`src/rtl/jk_excitation_driver.sv`:
```
// jk_excitation_driver
// Producer end of a J/K interface. Takes word-level commands (load, clear,
// set, invert, count up/down), turns each one into per-bit J/K excitation
// derived from the bank's fed-back Q, drives it for one cycle, and then
// verifies that the external JK bank settled on the expected word.
module jk_excitation_driver #(
  parameter int WIDTH = 8,
  parameter int CNT_W = 4
) (
  input  logic             Clk,
  input  logic             Reset_n,
  input  logic             cmd_valid,
  output logic             cmd_ready,
  input  logic [2:0]       cmd_op,
  input  logic [WIDTH-1:0] cmd_data,
  input  logic [WIDTH-1:0] q_fb,
  output logic [WIDTH-1:0] j_out,
  output logic [WIDTH-1:0] k_out,
  output logic             busy,
  output logic             done,
  output logic             err
);

  localparam logic [1:0] IDLE  = 2'd0;
  localparam logic [1:0] PREP  = 2'd1;
  localparam logic [1:0] DRIVE = 2'd2;
  localparam logic [1:0] CHECK = 2'd3;

  localparam logic [2:0] OP_NOP    = 3'd0;
  localparam logic [2:0] OP_LOAD   = 3'd1;
  localparam logic [2:0] OP_CLEAR  = 3'd2;
  localparam logic [2:0] OP_SET    = 3'd3;
  localparam logic [2:0] OP_INVERT = 3'd4;
  localparam logic [2:0] OP_UP     = 3'd5;
  localparam logic [2:0] OP_DOWN   = 3'd6;
  localparam logic [2:0] OP_RSVD   = 3'd7;

  logic [1:0]       r_state;
  logic [2:0]       r_op;
  logic [WIDTH-1:0] r_data;
  logic [CNT_W-1:0] r_steps;
  logic [WIDTH-1:0] r_expected;
  logic [WIDTH-1:0] r_j;
  logic [WIDTH-1:0] r_k;
  logic             r_done;
  logic             r_err;

  logic [WIDTH-1:0] w_upMask;
  logic [WIDTH-1:0] w_downMask;
  logic             w_upRun;
  logic             w_downRun;
  logic [WIDTH-1:0] w_expNext;
  logic [WIDTH-1:0] w_jNext;
  logic [WIDTH-1:0] w_kNext;
  logic [CNT_W-1:0] w_cmdSteps;

  assign w_cmdSteps = cmd_data[CNT_W-1:0];

  assign cmd_ready = (r_state == IDLE);
  assign busy      = (r_state != IDLE);
  assign done      = r_done;
  assign err       = r_err;
  assign j_out     = r_j;
  assign k_out     = r_k;

  // Ripple toggle masks: a bit flips on increment when all lower bits are 1, on decrement when all lower bits are 0
  always_comb begin
    w_upMask   = '0;
    w_downMask = '0;
    w_upRun    = 1'b1;
    w_downRun  = 1'b1;
    for (int i = 0; i < WIDTH; i++) begin
      w_upMask[i]   = w_upRun;
      w_downMask[i] = w_downRun;
      w_upRun       = w_upRun & q_fb[i];
      w_downRun     = w_downRun & ~q_fb[i];
    end
  end

  // Expected landing value and J/K excitation for the current op, computed from the Q snapshot seen in PREP
  always_comb begin
    w_expNext = '0;
    w_jNext   = '0;
    w_kNext   = '0;
    case (r_op)
      OP_LOAD: begin
        w_expNext = r_data;
        w_jNext   = r_data & ~q_fb;
        w_kNext   = ~r_data & q_fb;
      end
      OP_CLEAR: begin
        w_expNext = '0;
        w_kNext   = '1;
      end
      OP_SET: begin
        w_expNext = '1;
        w_jNext   = '1;
      end
      OP_INVERT: begin
        w_expNext = ~q_fb;
        w_jNext   = '1;
        w_kNext   = '1;
      end
      OP_UP: begin
        w_expNext = q_fb + WIDTH'(1);
        w_jNext   = w_upMask;
        w_kNext   = w_upMask;
      end
      OP_DOWN: begin
        w_expNext = q_fb - WIDTH'(1);
        w_jNext   = w_downMask;
        w_kNext   = w_downMask;
      end
      default: begin
        w_expNext = '0;
        w_jNext   = '0;
        w_kNext   = '0;
      end
    endcase
  end

  // Command sequencer: accept in IDLE, then PREP -> DRIVE -> CHECK per step; J/K are only nonzero during DRIVE
  always_ff @(posedge Clk) begin
    if (!Reset_n) begin
      r_state    <= IDLE;
      r_op       <= '0;
      r_data     <= '0;
      r_steps    <= '0;
      r_expected <= '0;
      r_j        <= '0;
      r_k        <= '0;
      r_done     <= 1'b0;
      r_err      <= 1'b0;
    end else begin
      r_done <= 1'b0;
      r_j    <= '0;
      r_k    <= '0;
      case (r_state)
        IDLE: begin
          if (cmd_valid) begin
            r_op   <= cmd_op;
            r_data <= cmd_data;
            r_err  <= 1'b0;
            case (cmd_op)
              OP_NOP: begin
                r_done <= 1'b1;
              end
              OP_RSVD: begin
                r_err  <= 1'b1;
                r_done <= 1'b1;
              end
              OP_UP, OP_DOWN: begin
                if (w_cmdSteps == '0) begin
                  r_done <= 1'b1;
                end else begin
                  r_steps <= w_cmdSteps;
                  r_state <= PREP;
                end
              end
              default: begin
                r_steps <= CNT_W'(1);
                r_state <= PREP;
              end
            endcase
          end
        end
        PREP: begin
          r_expected <= w_expNext;
          r_j        <= w_jNext;
          r_k        <= w_kNext;
          r_state    <= DRIVE;
        end
        DRIVE: begin
          r_state <= CHECK;
        end
        CHECK: begin
          if (q_fb != r_expected) begin
            r_err   <= 1'b1;
            r_done  <= 1'b1;
            r_state <= IDLE;
          end else if (r_steps > CNT_W'(1)) begin
            r_steps <= r_steps - CNT_W'(1);
            r_state <= PREP;
          end else begin
            r_done  <= 1'b1;
            r_state <= IDLE;
          end
        end
        default: begin
          r_state <= IDLE;
        end
      endcase
    end
  end

endmodule

```
`config.mk`:
```
export PLATFORM = sky130hd
export DESIGN_NAME = jk_excitation_driver
export DESIGN_NICKNAME = d
export VERILOG_FILES = /design/src/rtl/jk_excitation_driver.sv
export SDC_FILE = /design/constraint.sdc
export NUM_CORES = 1
export LEC_CHECK = 0
export ABC_AREA = 1
export CAP_MARGIN = 20
export CELL_PAD_IN_SITES_DETAIL_PLACEMENT = 0
export CELL_PAD_IN_SITES_GLOBAL_PLACEMENT = 1
export CORE_MARGIN = 3
export CORE_UTILIZATION = 38
export CTS_CLUSTER_SIZE = 10
export DETAILED_ROUTE_END_ITERATION = 12
export PLACE_DENSITY_LB_ADDON = 0.1
export SETUP_SLACK_MARGIN = 0.15
export SYNTH_ARGS = -nofsm -noshare
export SYNTH_HDL_FRONTEND = slang
export SYNTH_SLANG_ARGS = --single-unit
export TNS_END_PERCENT = 100
```
`constraint.sdc`:
```
create_clock -name Clk -period 2.1 [get_ports Clk]
set_clock_uncertainty 0.05 [all_clocks]
set_input_delay 0.21 -clock Clk [delete_from_list [all_inputs] [get_ports Clk]]
set_output_delay 0.21 -clock Clk [all_outputs]
set_load 0.01 [all_outputs]
```
Word level (Yosys, flattened, before mapping)
Index checks and enable logic that the tools add are counted.

Reductions and logical operators: 14. Eq/ne operators: 19. Muxes and demuxes: 25. Bitwise gates (word level): 23. Magnitude comparators: 1. $add $sub $neg: 3.

Operator list (number): 8-bit one-hot mux with 4 select lines (2); 8-bit one-hot mux with 5 select lines (1); 3-bit == test (second input constant) (6); 8-bit bitwise AND (2); 4-bit 2-to-1 mux (4); 8-bit inverter (2); 4-bit one-hot mux with 2 select lines (2); 1-bit bitwise AND (12); 2-bit inequality test (second input constant) (5); 1-bit 2-to-1 mux (9); 8-bit by 1-bit adder with 8-bit output (second input constant) (1); 8-bit inequality test (1); 2-bit one-hot mux with 4 select lines (1); 2-bit OR reduction (4); 8-bit by 1-bit subtractor with 8-bit output (second input constant) (1); 1-bit inverter (7); 3-bit by 2-bit == test with 1-bit output (second input constant) (2); 1-bit one-hot mux with 2 select lines (3); 3-bit AND reduction (2); 6-bit AND reduction (1); 2-bit == test (second input constant) (2); 4-bit by 1-bit > comparator with 1-bit output (second input constant) (1); 4-bit logical NOT (1); 2-bit 2-to-1 mux (2); 9 further kinds (11).

Output and inout bits: 20. Bits of input ports: 22. Register bits after elaboration: 43. Logic and storage cells: 94.

Longest topological paths before layout
Depth after elaboration: 8. Gate-level depth with buffers: 16. Mapped depth without buffers: 16.

Least setup slack after synthesis
OpenSTA, ideal clock, no wires.

Path kind: register to register. From: register r_op[1]. To: register r_expected[6]. Slack: 468 ps. Required time: 1938 ps. Buffers on the path: 1. Library setup time: 112 ps. Stages on the path, launching flop included: 16. Arrival time: 1470 ps. Clock period less this slack: 1632 ps. Cells stage by stage: dfxtp_1 buf_4 nand3_4 inv_1 nand2_1 nand2_1 inv_1 ha_1 inv_1 nand2_1 nand3_1 nand3_1 nand3_1 nand2_1 nand2_1 nand2_1.

Longest elaborated chain between the ends: 2. Elaborated cells on any way between the ends: 6. Those cells by class: eq/ne (5); mux (1).

Ends and longest elaborated chain: start: declaration (line 39) `logic [2:0] r_op;`; start signal: assignment (line 141) `r_op <= cmd_op;`; 3-bit == test (tied with other cells) (line 85) `case (r_op)`; 8-bit one-hot mux with 5 select lines (*) (line 85); end signal: assignment (line 168) `r_expected <= w_expNext;`; end: declaration (line 42) `logic [WIDTH-1:0] r_expected;`.

Every way passes the cells marked *; elsewhere a longest branch is shown, timed or not. A chain may end at the register's enable or synchronous reset.

Final worst setup path
From: register r_state[1]. To: output busy.

Longest elaborated chain between the ends: 1.

Ends and longest elaborated chain: start: declaration (line 38) `logic [1:0] r_state;`; start signal: assignment (line 125) `r_state <= IDLE;`; start signal: assignment (line 157) `r_state <= PREP;`; start signal: assignment (line 162) `r_state <= PREP;`; 2-bit nonzero test (line 60) `assign busy = (r_state != IDLE);`; end: declaration (line 19) `output logic busy,`.

Every way passes these cells.

==> impl_metrics.json <==
{
  "drtAntennaViolNets": 0,
  "dpl-instance-area_um2": 3140,
  "cts_tree": "built",
  "worstSetupEndpointType": "output port",
  "post-cts-setup-buffer-count": 0,
  "reg2regPathDepth": 15,
  "post-route-drc-count": 0,
  "holdPathEnd": "r_expected[6]$_SDFFE_PN0N_",
  "yosys_warnings": 0,
  "cap_violations": 0,
  "cts_resized": 0,
  "clk_latency_ns": 0.30,
  "critPathRequiredTime_ns": 1.84,
  "firstDrtPassIters": 4,
  "numCtsBuffers": 5,
  "setup_viol": 0,
  "ios": 42,
  "antenna-diode-count": 0,
  "h-tree-depth": 2,
  "drt_wl_total_um": 7120,
  "worst_path_largest_cell_delay_ns": 0.53,
  "cp_num_buf_inv": 3,
  "hold_class": "register to register",
  "antenna_found_initial": 0,
  "cts_hold_repair.buffers": 0,
  "holdWs_ns": 0.415,
  "overflow": 0,
  "hold_path_startpoint": "r_expected[6]$_SDFFE_PN0N_",
  "clock-sinks": 43,
  "crit_top_cell": "inv_1",
  "post_drt_via_cell_ratio": 5.12,
  "die_w_um": 88.0,
  "critical_path_class": "register to output port",
  "grt_pass1_vias": 2555,
  "die_y_um": 88.0,
  "final_max_slew_viol_count": 0,
  "synth_area_per_cell_um2": 6.70,
  "dieArea_um2": 7740,
  "cpLargestDelayFamily": "buffers and inverters",
  "clk_pin_slew_worst_paths_ns": 0.09,
  "cp.arrival_ns": 1.55,
  "dp_hpwl_um": 5680,
  "area_growth_pct": 27.0,
  "rr_startpoint": "r_op[0]$_SDFFE_PN0P_",
  "powerDensity_nw_per_um2": 984,
  "finalSetupTns_ns": 0,
  "ir_drop_uv": 722,
  "ys_ff_latch": 43,
  "r2r-end": "r_expected[6]$_SDFFE_PN0N_",
  "cp_num_cells": 4,
  "syn_inst": 381,
  "floorplan.initialDensity_pct": 39.7,
  "grt_pass1_wl_um": 12200,
  "wire_per_inst_um": 13.8,
  "port-buffer-count": 41,
  "via_count": 2639,
  "max_freq_ghz": 0.551,
  "cp_slowest_cell": "clkdlybuf4s50_1",
  "finalHoldViolCount": 0,
  "outcome": "finished clean",
  "power.leakage_nw": 1.47,
  "gpl.final_weighted_congestion": 0.890,
  "synth_cell_types": 35,
  "clockBufferDepth": 2,
  "rsz0062_at_grt": "yes",
  "fp.coreArea_um2": 6420,
  "path_cells": "inv_1, ha_2, inv_1, clkdlybuf4s50_1",
  "synth_area_um2": 2550,
  "drtIter0Drc": 129,
  "grt_usage_pct": 19.9,
  "grt_max_degree": 16,
  "drive_above_1_share_pct": 11.0,
  "worstSetupStartpointType": "register",
  "path_max_fanout": 5,
  "root_buffer": "clkbuf_8",
  "yosysSeqAreaShare_pct": 33.7,
  "hold_depth": 2,
  "tightest_slew_ns": 0.511,
  "syn_nets": 409,
  "r2r_slack_ns": 0.34,
  "slew_headroom_pct": 65.6,
  "finalCritPeriodShare_pct": 86.4,
  "post-route-cell-area_um2": 3240,
  "period_needed_ns": 1.81,
  "fin_nets": 465,
  "row_count": 29
}
flip-flops by register name (all words and copies together) (netlist names):
register    count
r_steps         4
r_state         2
r_expected      8
r_op            3
r_data          8
j_out           8
err             1
done            1
k_out           8
through the flow:
stage	utilization [%]	power [mW]	instances	setup slack [ns]
floorplan	-	2.10	381	0.468
global placement	48.8	2.61	507	0.0909
detailed placement	48.8	2.61	507	0.0627
CTS	50.3	3.20	515	0.167
global route	50.5	3.48	515	0.139
finish	50.5	3.19	515	0.286
synthesized netlist by cell type:
library cell | number | area [µm²]
a211oi_1 | 3 | 22.5
a21oi_1 | 22 | 110
a221oi_1 | 1 | 8.76
a311oi_1 | 4 | 35.0
a31oi_1 | 5 | 31.3
a41o_1 | 2 | 20.0
and2_1 | 1 | 6.26
buf_2 | 2 | 10.0
buf_4 | 2 | 15.0
buf_6 | 1 | 11.3
clkbuf_1 | 4 | 15.0
dfxtp_1 | 43 | 861
ha_1 | 6 | 75.1
inv_1 | 45 | 169
inv_2 | 4 | 15.0
inv_4 | 1 | 6.26
nand2_1 | 80 | 300
nand2_2 | 6 | 37.5
nand3_1 | 25 | 125
nand3_2 | 2 | 20.0
nand3_4 | 1 | 17.5
nand4_1 | 4 | 25.0
nor2_1 | 50 | 188
nor2_4 | 3 | 33.8
nor3_1 | 9 | 45.0
o211ai_1 | 2 | 15.0
o21ai_0 | 31 | 155
o21ai_1 | 3 | 15.0
o21ai_2 | 1 | 8.76
o22ai_1 | 1 | 6.26
o311ai_0 | 2 | 17.5
o31ai_1 | 3 | 22.5
o31ai_2 | 1 | 12.5
xnor2_1 | 10 | 87.6
xor2_1 | 1 | 8.76
layer usage:
| layer | track usage (%) | wire length (µm) | up-vias |
|---|---|---|---|
| met2 | 35.5 | 3510 | 40 |
| met5 | 0 | 0 | - |
| met4 | 4.04 | 74 | 0 |
| li1 | - | - | 1370 |
| met3 | 2.82 | 200 | 7 |
| met1 | 25.4 | 3340 | 1222 |
worst reg2reg max path, stage by stage, from the launching register on:
cell and delay [ns]:
dfxtp_2 0.35, inv_4 0.12, nand3_4 0.09, inv_2 0.10
nand2_1 0.09, nand2_1 0.07, inv_1 0.04, ha_1 0.16
inv_1 0.07, nand2_1 0.09, nand3_1 0.12, nand3_1 0.08
nand3_1 0.08, nand2_1 0.05, nand2_1 0.05, nand2_1 0.04
logic make-up (layout without fill, tap and decap cells):
family | Yosys count | after routing | synth area share [%]
compound gates | 81 | 81 | 18.8
simple gates | 181 | 181 | 31.3
fa+ha+maj | 6 | 6 | 2.94
buf+inv | 59 | 116 | 9.46
xor+xnor | 11 | 11 | 3.77
flops | 43 | 43 | 33.7
area by class of cell:
cell class,count,area [µm²]
multi-input cells,279,1450
fillers,694,3180
repair buffers,58,542
flip-flops and latches,43,863
clock buffers,6,82.6
well taps,77,96.3
inverters,50,190
clock inverters,2,13.8
report_power, final:
part / total, mW / leakage [nW] / switching (mW) / internal (mW)
Combinational: 1.51 / 1.06 / 0.905 / 0.603
Clock: 0.582 / 0.0516 / 0.312 / 0.269
Sequential: 1.10 / 0.351 / 0.128 / 0.973
Total: 3.19 / 1.47 / 1.34 / 1.85
how the worst max path moves through the flow:
stage                     slack [ns]                     from                         end
after floorplan                 0.47     r_op[1]$_SDFFE_PN0P_  r_expected[6]$_SDFFE_PN0N_
after global placement          0.09                  q_fb[1]     r_steps[1]$_SDFFE_PN0P_
after detailed placement        0.06                  q_fb[1]     r_steps[2]$_SDFFE_PN0P_
after CTS                       0.17  r_state[0]$_SDFFE_PN0P_                        busy
after global routing            0.14     r_op[0]$_SDFFE_PN0P_  r_expected[6]$_SDFFE_PN0N_
final                           0.29  r_state[1]$_SDFFE_PN0P_                        busy
layout by cell type (no fill, tap or decap), types with 6 or more instances in the layout:
cell type / synthesis / final
xnor2_1: 10 / 10
o21ai_0: 31 / 30
a21oi_1: 22 / 22
buf_4: 2 / 16
nand3_1: 25 / 25
clkbuf_8: 0 / 6
nand2_1: 80 / 80
inv_1: 45 / 44
nand2_2: 6 / 6
clkdlybuf4s50_1: 0 / 41
dfxtp_1: 43 / 41
nor3_1: 9 / 9
nor2_1: 50 / 50
Note: power is estimated with default switching activity, not from simulation.
